## src/rtl/uart_fifo_bridge_if.sv

```systemverilog
// Host-side handshake bundle for the UART FIFO bridge: TX byte push and RX byte pop.
interface uart_fifo_bridge_if;
  logic       tx_valid;
  logic [7:0] tx_data;
  logic       tx_ready;
  logic       rx_valid;
  logic [7:0] rx_data;
  logic       rx_ready;

  modport master (output tx_valid, tx_data, rx_ready, input tx_ready, rx_valid, rx_data);
  modport slave  (input tx_valid, tx_data, rx_ready, output tx_ready, rx_valid, rx_data);
endinterface

```

## src/rtl/uart_fifo_bridge.sv

```systemverilog
// UART FIFO bridge: host TX bytes queue in a FIFO and launch one frame at a time into the
// UART transmitter; bytes completed by the receiver queue in a FIFO for the host (FWFT).
module uart_fifo_bridge #(
  parameter int DEPTH  = 16,
  parameter int ADDR_W = 4
) (
  input  logic              clk_i,
  input  logic              rst_i,
  uart_fifo_bridge_if.slave host,
  input  logic              tx_enable_i,
  input  logic              rx_enable_i,
  input  logic              flush_i,
  output logic [ADDR_W:0]   tx_count_o,
  output logic [ADDR_W:0]   rx_count_o,
  output logic              rx_overflow_o,
  output logic [7:0]        t_in_o,
  output logic              tx_en_o,
  input  logic              t_done_i,
  output logic              rx_en_o,
  input  logic [7:0]        r_data_i,
  input  logic              r_done_i
);
  localparam logic [ADDR_W:0]   FULL  = (ADDR_W+1)'(DEPTH);
  localparam logic [ADDR_W:0]   CNT1  = (ADDR_W+1)'(1);
  localparam logic [ADDR_W-1:0] PTR1  = ADDR_W'(1);

  typedef enum logic {IDLE, BUSY} tx_state_e;

  tx_state_e         state_q, state_d;
  logic              launch;

  logic [7:0]        tx_mem [DEPTH];
  logic [ADDR_W-1:0] tx_wptr_q, tx_rptr_q;
  logic [ADDR_W:0]   tx_cnt_q, tx_cnt_d;
  logic              tx_push, tx_pop;
  logic [7:0]        t_in_q;
  logic              tx_en_q;

  logic [7:0]        rx_mem [DEPTH];
  logic [ADDR_W-1:0] rx_wptr_q, rx_rptr_q;
  logic [ADDR_W:0]   rx_cnt_q, rx_cnt_d;
  logic              rx_push, rx_pop, rx_drop;
  logic              rx_ovf_q, rx_en_q;

  // ---------------- TX side ----------------
  assign host.tx_ready = (tx_cnt_q != FULL);
  assign tx_push       = host.tx_valid & host.tx_ready & ~flush_i;
  assign tx_pop        = launch;

  // TX FSM state register
  always_ff @(posedge clk_i) begin
    if (rst_i) state_q <= IDLE;
    else       state_q <= state_d;
  end

  // TX FSM next state: a BUSY frame always runs to t_done_i, even across flush or disable
  always_comb begin
    state_d = state_q;
    case (state_q)
      IDLE:    if (launch)   state_d = BUSY;
      BUSY:    if (t_done_i) state_d = IDLE;
      default: state_d = IDLE;
    endcase
  end

  // TX FSM output: launch the head byte when idle, enabled and the FIFO holds data
  always_comb begin
    launch = 1'b0;
    if (state_q == IDLE && tx_cnt_q != '0 && tx_enable_i && !flush_i) launch = 1'b1;
  end

  // Transmitter drive: one-cycle launch pulse, byte held until the next launch
  always_ff @(posedge clk_i) begin
    if (rst_i) begin
      t_in_q  <= 8'h00;
      tx_en_q <= 1'b0;
    end else begin
      tx_en_q <= launch;
      if (launch) t_in_q <= tx_mem[tx_rptr_q];
    end
  end

  // TX occupancy next state
  always_comb begin
    tx_cnt_d = tx_cnt_q;
    if (tx_push && !tx_pop)      tx_cnt_d = tx_cnt_q + CNT1;
    else if (!tx_push && tx_pop) tx_cnt_d = tx_cnt_q - CNT1;
  end

  // TX pointers and count; flush empties the FIFO
  always_ff @(posedge clk_i) begin
    if (rst_i || flush_i) begin
      tx_wptr_q <= '0;
      tx_rptr_q <= '0;
      tx_cnt_q  <= '0;
    end else begin
      if (tx_push) tx_wptr_q <= tx_wptr_q + PTR1;
      if (tx_pop)  tx_rptr_q <= tx_rptr_q + PTR1;
      tx_cnt_q <= tx_cnt_d;
    end
  end

  // TX storage write
  always_ff @(posedge clk_i) begin
    if (tx_push) tx_mem[tx_wptr_q] <= host.tx_data;
  end

  // ---------------- RX side ----------------
  assign host.rx_valid = (rx_cnt_q != '0);
  assign host.rx_data  = host.rx_valid ? rx_mem[rx_rptr_q] : 8'h00;
  assign rx_pop        = host.rx_valid & host.rx_ready & ~flush_i;
  // A full FIFO still accepts when the host frees a slot in the same cycle
  assign rx_push       = r_done_i & ((rx_cnt_q != FULL) | rx_pop) & ~flush_i;
  assign rx_drop       = r_done_i & (rx_cnt_q == FULL) & ~rx_pop & ~flush_i;

  // RX occupancy next state
  always_comb begin
    rx_cnt_d = rx_cnt_q;
    if (rx_push && !rx_pop)      rx_cnt_d = rx_cnt_q + CNT1;
    else if (!rx_push && rx_pop) rx_cnt_d = rx_cnt_q - CNT1;
  end

  // RX pointers, count and sticky overflow; flush empties and clears overflow
  always_ff @(posedge clk_i) begin
    if (rst_i || flush_i) begin
      rx_wptr_q <= '0;
      rx_rptr_q <= '0;
      rx_cnt_q  <= '0;
      rx_ovf_q  <= 1'b0;
    end else begin
      if (rx_push) rx_wptr_q <= rx_wptr_q + PTR1;
      if (rx_pop)  rx_rptr_q <= rx_rptr_q + PTR1;
      rx_cnt_q <= rx_cnt_d;
      if (rx_drop) rx_ovf_q <= 1'b1;
    end
  end

  // RX storage write
  always_ff @(posedge clk_i) begin
    if (rx_push) rx_mem[rx_wptr_q] <= r_data_i;
  end

  // Receiver enable registered by one cycle
  always_ff @(posedge clk_i) begin
    if (rst_i) rx_en_q <= 1'b0;
    else       rx_en_q <= rx_enable_i;
  end

  assign tx_count_o    = tx_cnt_q;
  assign rx_count_o    = rx_cnt_q;
  assign rx_overflow_o = rx_ovf_q;
  assign t_in_o        = t_in_q;
  assign tx_en_o       = tx_en_q;
  assign rx_en_o       = rx_en_q;
endmodule

```

## src/flat_wrapper.sv

```systemverilog
// flat-port wrapper written by rule: the top's interface ports become plain ports
module uart_fifo_bridge_flat 
#(
  parameter int DEPTH  = 16,
  parameter int ADDR_W = 4
)
  (clk_i, rst_i, tx_enable_i, rx_enable_i, flush_i, tx_count_o, rx_count_o, rx_overflow_o, t_in_o, tx_en_o, t_done_i, rx_en_o, r_data_i, r_done_i, host_tx_valid, host_tx_data, host_rx_ready, host_tx_ready, host_rx_valid, host_rx_data);
  uart_fifo_bridge_if host_i ();
  input  logic clk_i;
  input  logic rst_i;
  input  logic tx_enable_i;
  input  logic rx_enable_i;
  input  logic flush_i;
  output logic [ADDR_W:0] tx_count_o;
  output logic [ADDR_W:0] rx_count_o;
  output logic rx_overflow_o;
  output logic [7:0] t_in_o;
  output logic tx_en_o;
  input  logic t_done_i;
  output logic rx_en_o;
  input  logic [7:0] r_data_i;
  input  logic r_done_i;
  input wire logic [$bits(host_i.tx_valid)-1:0] host_tx_valid;
  input wire logic [$bits(host_i.tx_data)-1:0] host_tx_data;
  input wire logic [$bits(host_i.rx_ready)-1:0] host_rx_ready;
  output wire logic [$bits(host_i.tx_ready)-1:0] host_tx_ready;
  output wire logic [$bits(host_i.rx_valid)-1:0] host_rx_valid;
  output wire logic [$bits(host_i.rx_data)-1:0] host_rx_data;
  assign host_i.tx_valid = host_tx_valid;
  assign host_i.tx_data = host_tx_data;
  assign host_i.rx_ready = host_rx_ready;
  assign host_tx_ready = host_i.tx_ready;
  assign host_rx_valid = host_i.rx_valid;
  assign host_rx_data = host_i.rx_data;
  uart_fifo_bridge #(.DEPTH(DEPTH), .ADDR_W(ADDR_W)) u_core (.clk_i(clk_i), .rst_i(rst_i), .host(host_i), .tx_enable_i(tx_enable_i), .rx_enable_i(rx_enable_i), .flush_i(flush_i), .tx_count_o(tx_count_o), .rx_count_o(rx_count_o), .rx_overflow_o(rx_overflow_o), .t_in_o(t_in_o), .tx_en_o(tx_en_o), .t_done_i(t_done_i), .rx_en_o(rx_en_o), .r_data_i(r_data_i), .r_done_i(r_done_i));
endmodule
```

## config.mk

```make
export PLATFORM = sky130hd
export DESIGN_NAME = uart_fifo_bridge_flat
export DESIGN_NICKNAME = d
export VERILOG_FILES = /design/src/rtl/uart_fifo_bridge_if.sv /design/src/rtl/uart_fifo_bridge.sv /design/src/flat_wrapper.sv
export SDC_FILE = /design/constraint.sdc
export NUM_CORES = 1
export LEC_CHECK = 0
export BUFFER_PORTS_ARGS = -buffer_cell sky130_fd_sc_hd__buf_2
export CELL_PAD_IN_SITES_DETAIL_PLACEMENT = 1
export CELL_PAD_IN_SITES_GLOBAL_PLACEMENT = 1
export CORE_UTILIZATION = 53
export DETAILED_ROUTE_END_ITERATION = 6
export PLACE_DENSITY_LB_ADDON = 0.1
export SYNTH_ARGS = -nofsm -noshare
export SYNTH_HDL_FRONTEND = slang
export SYNTH_SLANG_ARGS = --single-unit
export TNS_END_PERCENT = 50
```

## constraint.sdc

```tcl
create_clock -name clk_i -period 3.27 [get_ports clk_i]
set_input_delay 0.654 -clock clk_i [delete_from_list [all_inputs] [get_ports clk_i]]
set_output_delay 0.654 -clock clk_i [all_outputs]
set_load 0.005 [all_outputs]
```

==> results.txt <==
outcome = finished with violations
failing checks = DRC
Worst Setup End Kind = primary output
CTS tree = built
Placer Congestion = 0.829
vias in the first global route = 6,808
fin worst setup slack = 0.203 ns
Clock Tree Buf Depth = 3
routed vias/inst = 5.97
first-pass GRT wire length = 40,900 um
total CTS buffers = 31
worst path cell trace = buf_12, mux4_2, mux2i_1, o22ai_1, buf_2
Max Cap Viol = 0
Area growth syn-to-layout = 14.3%
fin crit share = 93.8%
EDFF count, synth = 256
Worst-Skew Late Latency = 0.55 ns
DR WL/cell = 24.5 um
DR vias = 6,413
gr ovfl total = 0
# IOs = 56
# clock sinks = 298
peak supply drop = 0.614 mV
Crit Path Category = flop to primary output
placed cell count = 1,020
Area contributors post-synth = edfxtp_1 (64%), dfxtp_1 (7.0%), mux4_2 (6.2%), mux2i_1 (5.7%), mux4_1 (2.0%)
fin nets = 818
Tightest Pin Transition = 0.964 ns
leakage = 4.48 nW
largest stage delay on the critical path = 0.54 ns
HPWL after DPL = 17,100 um
drt pass-1 iters = 6
mapped cell area = 11,900 um2
height of the chip = 152 um
CP required = 2.62 ns
Synth area leader = edfxtp_1
Avg Synthesized Cell Area = 17.3 um2
die area = 23,100 um2
Post-DRT Antenna Nets = 0
critical path fanouts, max = 32
cell count after synthesis = 689
hold-fix buffers at CTS = 0
max_slew headroom = 35.7%
htree depth = 1
CTS clock-pin slew for the worst setup and hold paths = 0.06 ns
Peak Freq = 326 MHz
register area share after synthesis = 71.4%
Primary FF master, synth = edfxtp_1
initial antenna violation count = 0
Worst Clk Skew = 0.0213 ns
Tmin final = 3.07 ns
Buffers on Ports = 55
PwrDens = 588 nW/um2
share of cells above drive strength 1 = 22.0%
row cnt = 54
diodes inserted = 0
Syn Nets = 734
asr flop ratio synth = 0%
Synth warnings = 0
Initial DRC Count = 462
Startpoint Class = flop
Place WS = 0.258 ns
Yosys top cell area share = 64.4%
Die X = 152 um
Fin. Hold Viols = 0
slowest stage cell, crit path = mux4_2
largest net degree at the start of global routing = 36
WL final = 26,400 um
Setup Viol. Count Final = 0
final slew viol count = 0
Total Routing Usage GR = 23.6%
Netlist cell types = 47
Initial Util = 54.4%
non-filler instance count after layout = 1,075
FF+latch count, synth = 298
Arrival @ worst endpoint = 2.41 ns
hold_ws = 0.330 ns
RSZ-0062 raised after global routing = false
final setup TNS = 0 ns
Worst Hold Class = input port to flop
Residual DRC = 8
core area = 22,000 um2
clock root buffer master = clkbuf_16
[cells in the final DEF, fill, tap and decap left out, types with 3 or more instances in the layout]
cell type,instances
clkbuf_8,3
mux4_1,9
nor2_1,62
buf_2,55
buf_4,30
xnor2_1,7
mux4_2,33
mux2i_1,68
a211oi_1,10
ha_1,18
a21oi_1,13
clkinv_2,6
a21o_1,4
clkbuf_16,31
nand2_1,16
o31ai_1,3
nor3_1,8
o22ai_1,30
nand2b_1,8
edfxtp_1,256
xor2_1,10
bufinv_16,3
nand3_1,8
clkinv_1,3
dfxtp_1,40
or4_1,3
inv_1,12
clkbuf_1,8
a2111oi_0,6
[registers in the layout, indices dropped and copies added, names as in the netlist, 4 cells and up, named ones only]
signal / cells
u_core.rx_wptr_q: 4
u_core.rx_rptr_q: 4
u_core.tx_count_o: 5
u_core.tx_mem: 128
u_core.tx_rptr_q: 4
u_core.rx_count_o: 5
u_core.t_in_o: 8
u_core.tx_wptr_q: 4
u_core.rx_mem: 128
[final cells by class]
cell class,instances,area [um2]
clock buffer,42,847
clock inverter,13,139
fill,1927,8310
inverter,12,45.0
multi-input combinational,343,3190
sequential,298,8530
tap,280,350
timing repair buffer,87,541
[cells in the mapped netlist (2+ instances only)]
master	number
edfxtp_1	256
mux2i_1	68
nor2_1	62
dfxtp_1	42
mux4_2	33
o22ai_1	30
ha_1	18
nand2_1	16
buf_2	15
clkbuf_1	14
a21oi_1	13
inv_1	12
a211oi_1	10
xor2_1	10
mux4_1	9
nand2b_1	8
nand3_1	8
nor3_1	8
xnor2_1	7
a2111oi_0	6
a21o_1	4
buf_4	3
o31ai_1	3
or4_1	3
a311oi_1	2
buf_1	2
fa_1	2
nand3b_1	2
nor2b_1	2
o211ai_1	2
or3_1	2
or3b_1	2
[critical path, delay by kind of cell, from the launching register on]
kind                   cells  cell delay, ns
buffers and inverters      2            0.42
DFF                        1            0.34
AOI/OAI and AO/OA          1            0.18
muxes                      2            0.88
[cell families (layout without fill, tap and decap cells)]
group / count (synthesis) / after routing / share of synthesized area [%]
flops: 298 / 298 / 71.4
buf+inv: 48 / 154 / 1.92
xor+xnor: 17 / 17 / 1.25
mux: 110 / 110 / 13.9
fa+ha+maj: 20 / 20 / 2.22
simple gates: 118 / 118 / 4.72
compound gates: 78 / 78 / 4.58
[per-stage QoR]
step | instance area, um2 | power (W) | utilization (%)
4_1_cts | 13600 | 0.00810 | 62.1
3_5_place_dp | 12700 | 0.00468 | 57.6
5_1_grt | 13600 | 0.00826 | 62.1
6_report | 13600 | 0.00802 | 62.1
2_1_floorplan | 11900 | 0.00450 | -
3_3_place_gp | 12700 | 0.00465 | 57.6
[per-layer routing]
metal	vias up	routed length [um]	track usage (%)
met5	-	0	0
met2	169	13300	40.0
met4	0	318	4.47
li1	2893	-	-
met3	30	1500	3.68
met1	3321	11200	33.0
[final timing paths]
| path | startpoint | to | slack, ns | cells after the start |
|---|---|---|---|---|
| worst max register to register | u_core.rx_count_o[0] | u_core.rx_count_o[4] | 0.43 | 10 |
| worst max-delay path | flop | host_rx_data[2] | 0.20 | 5 |
| worst min-delay path | rx_enable_i | u_core.rx_en_o | 0.33 | 2 |
| worst min register to register | u_core.state_q | u_core.state_q | 0.49 | 2 |
[power breakdown]
| group | switching (W) | internal [W] |
|---|---|---|
| combinational | 0.000249 | 0.000164 |
| clock | 0.00138 | 0.00203 |
| sequential | 0.0000332 | 0.00416 |
[what timing repair did]
item | CTS | global route
buffers inserted | 0 | 0
resized for setup | 0 | 1
setup endpoints to repair | 0 | 9
Note: power is estimated with default switching activity, not from simulation.
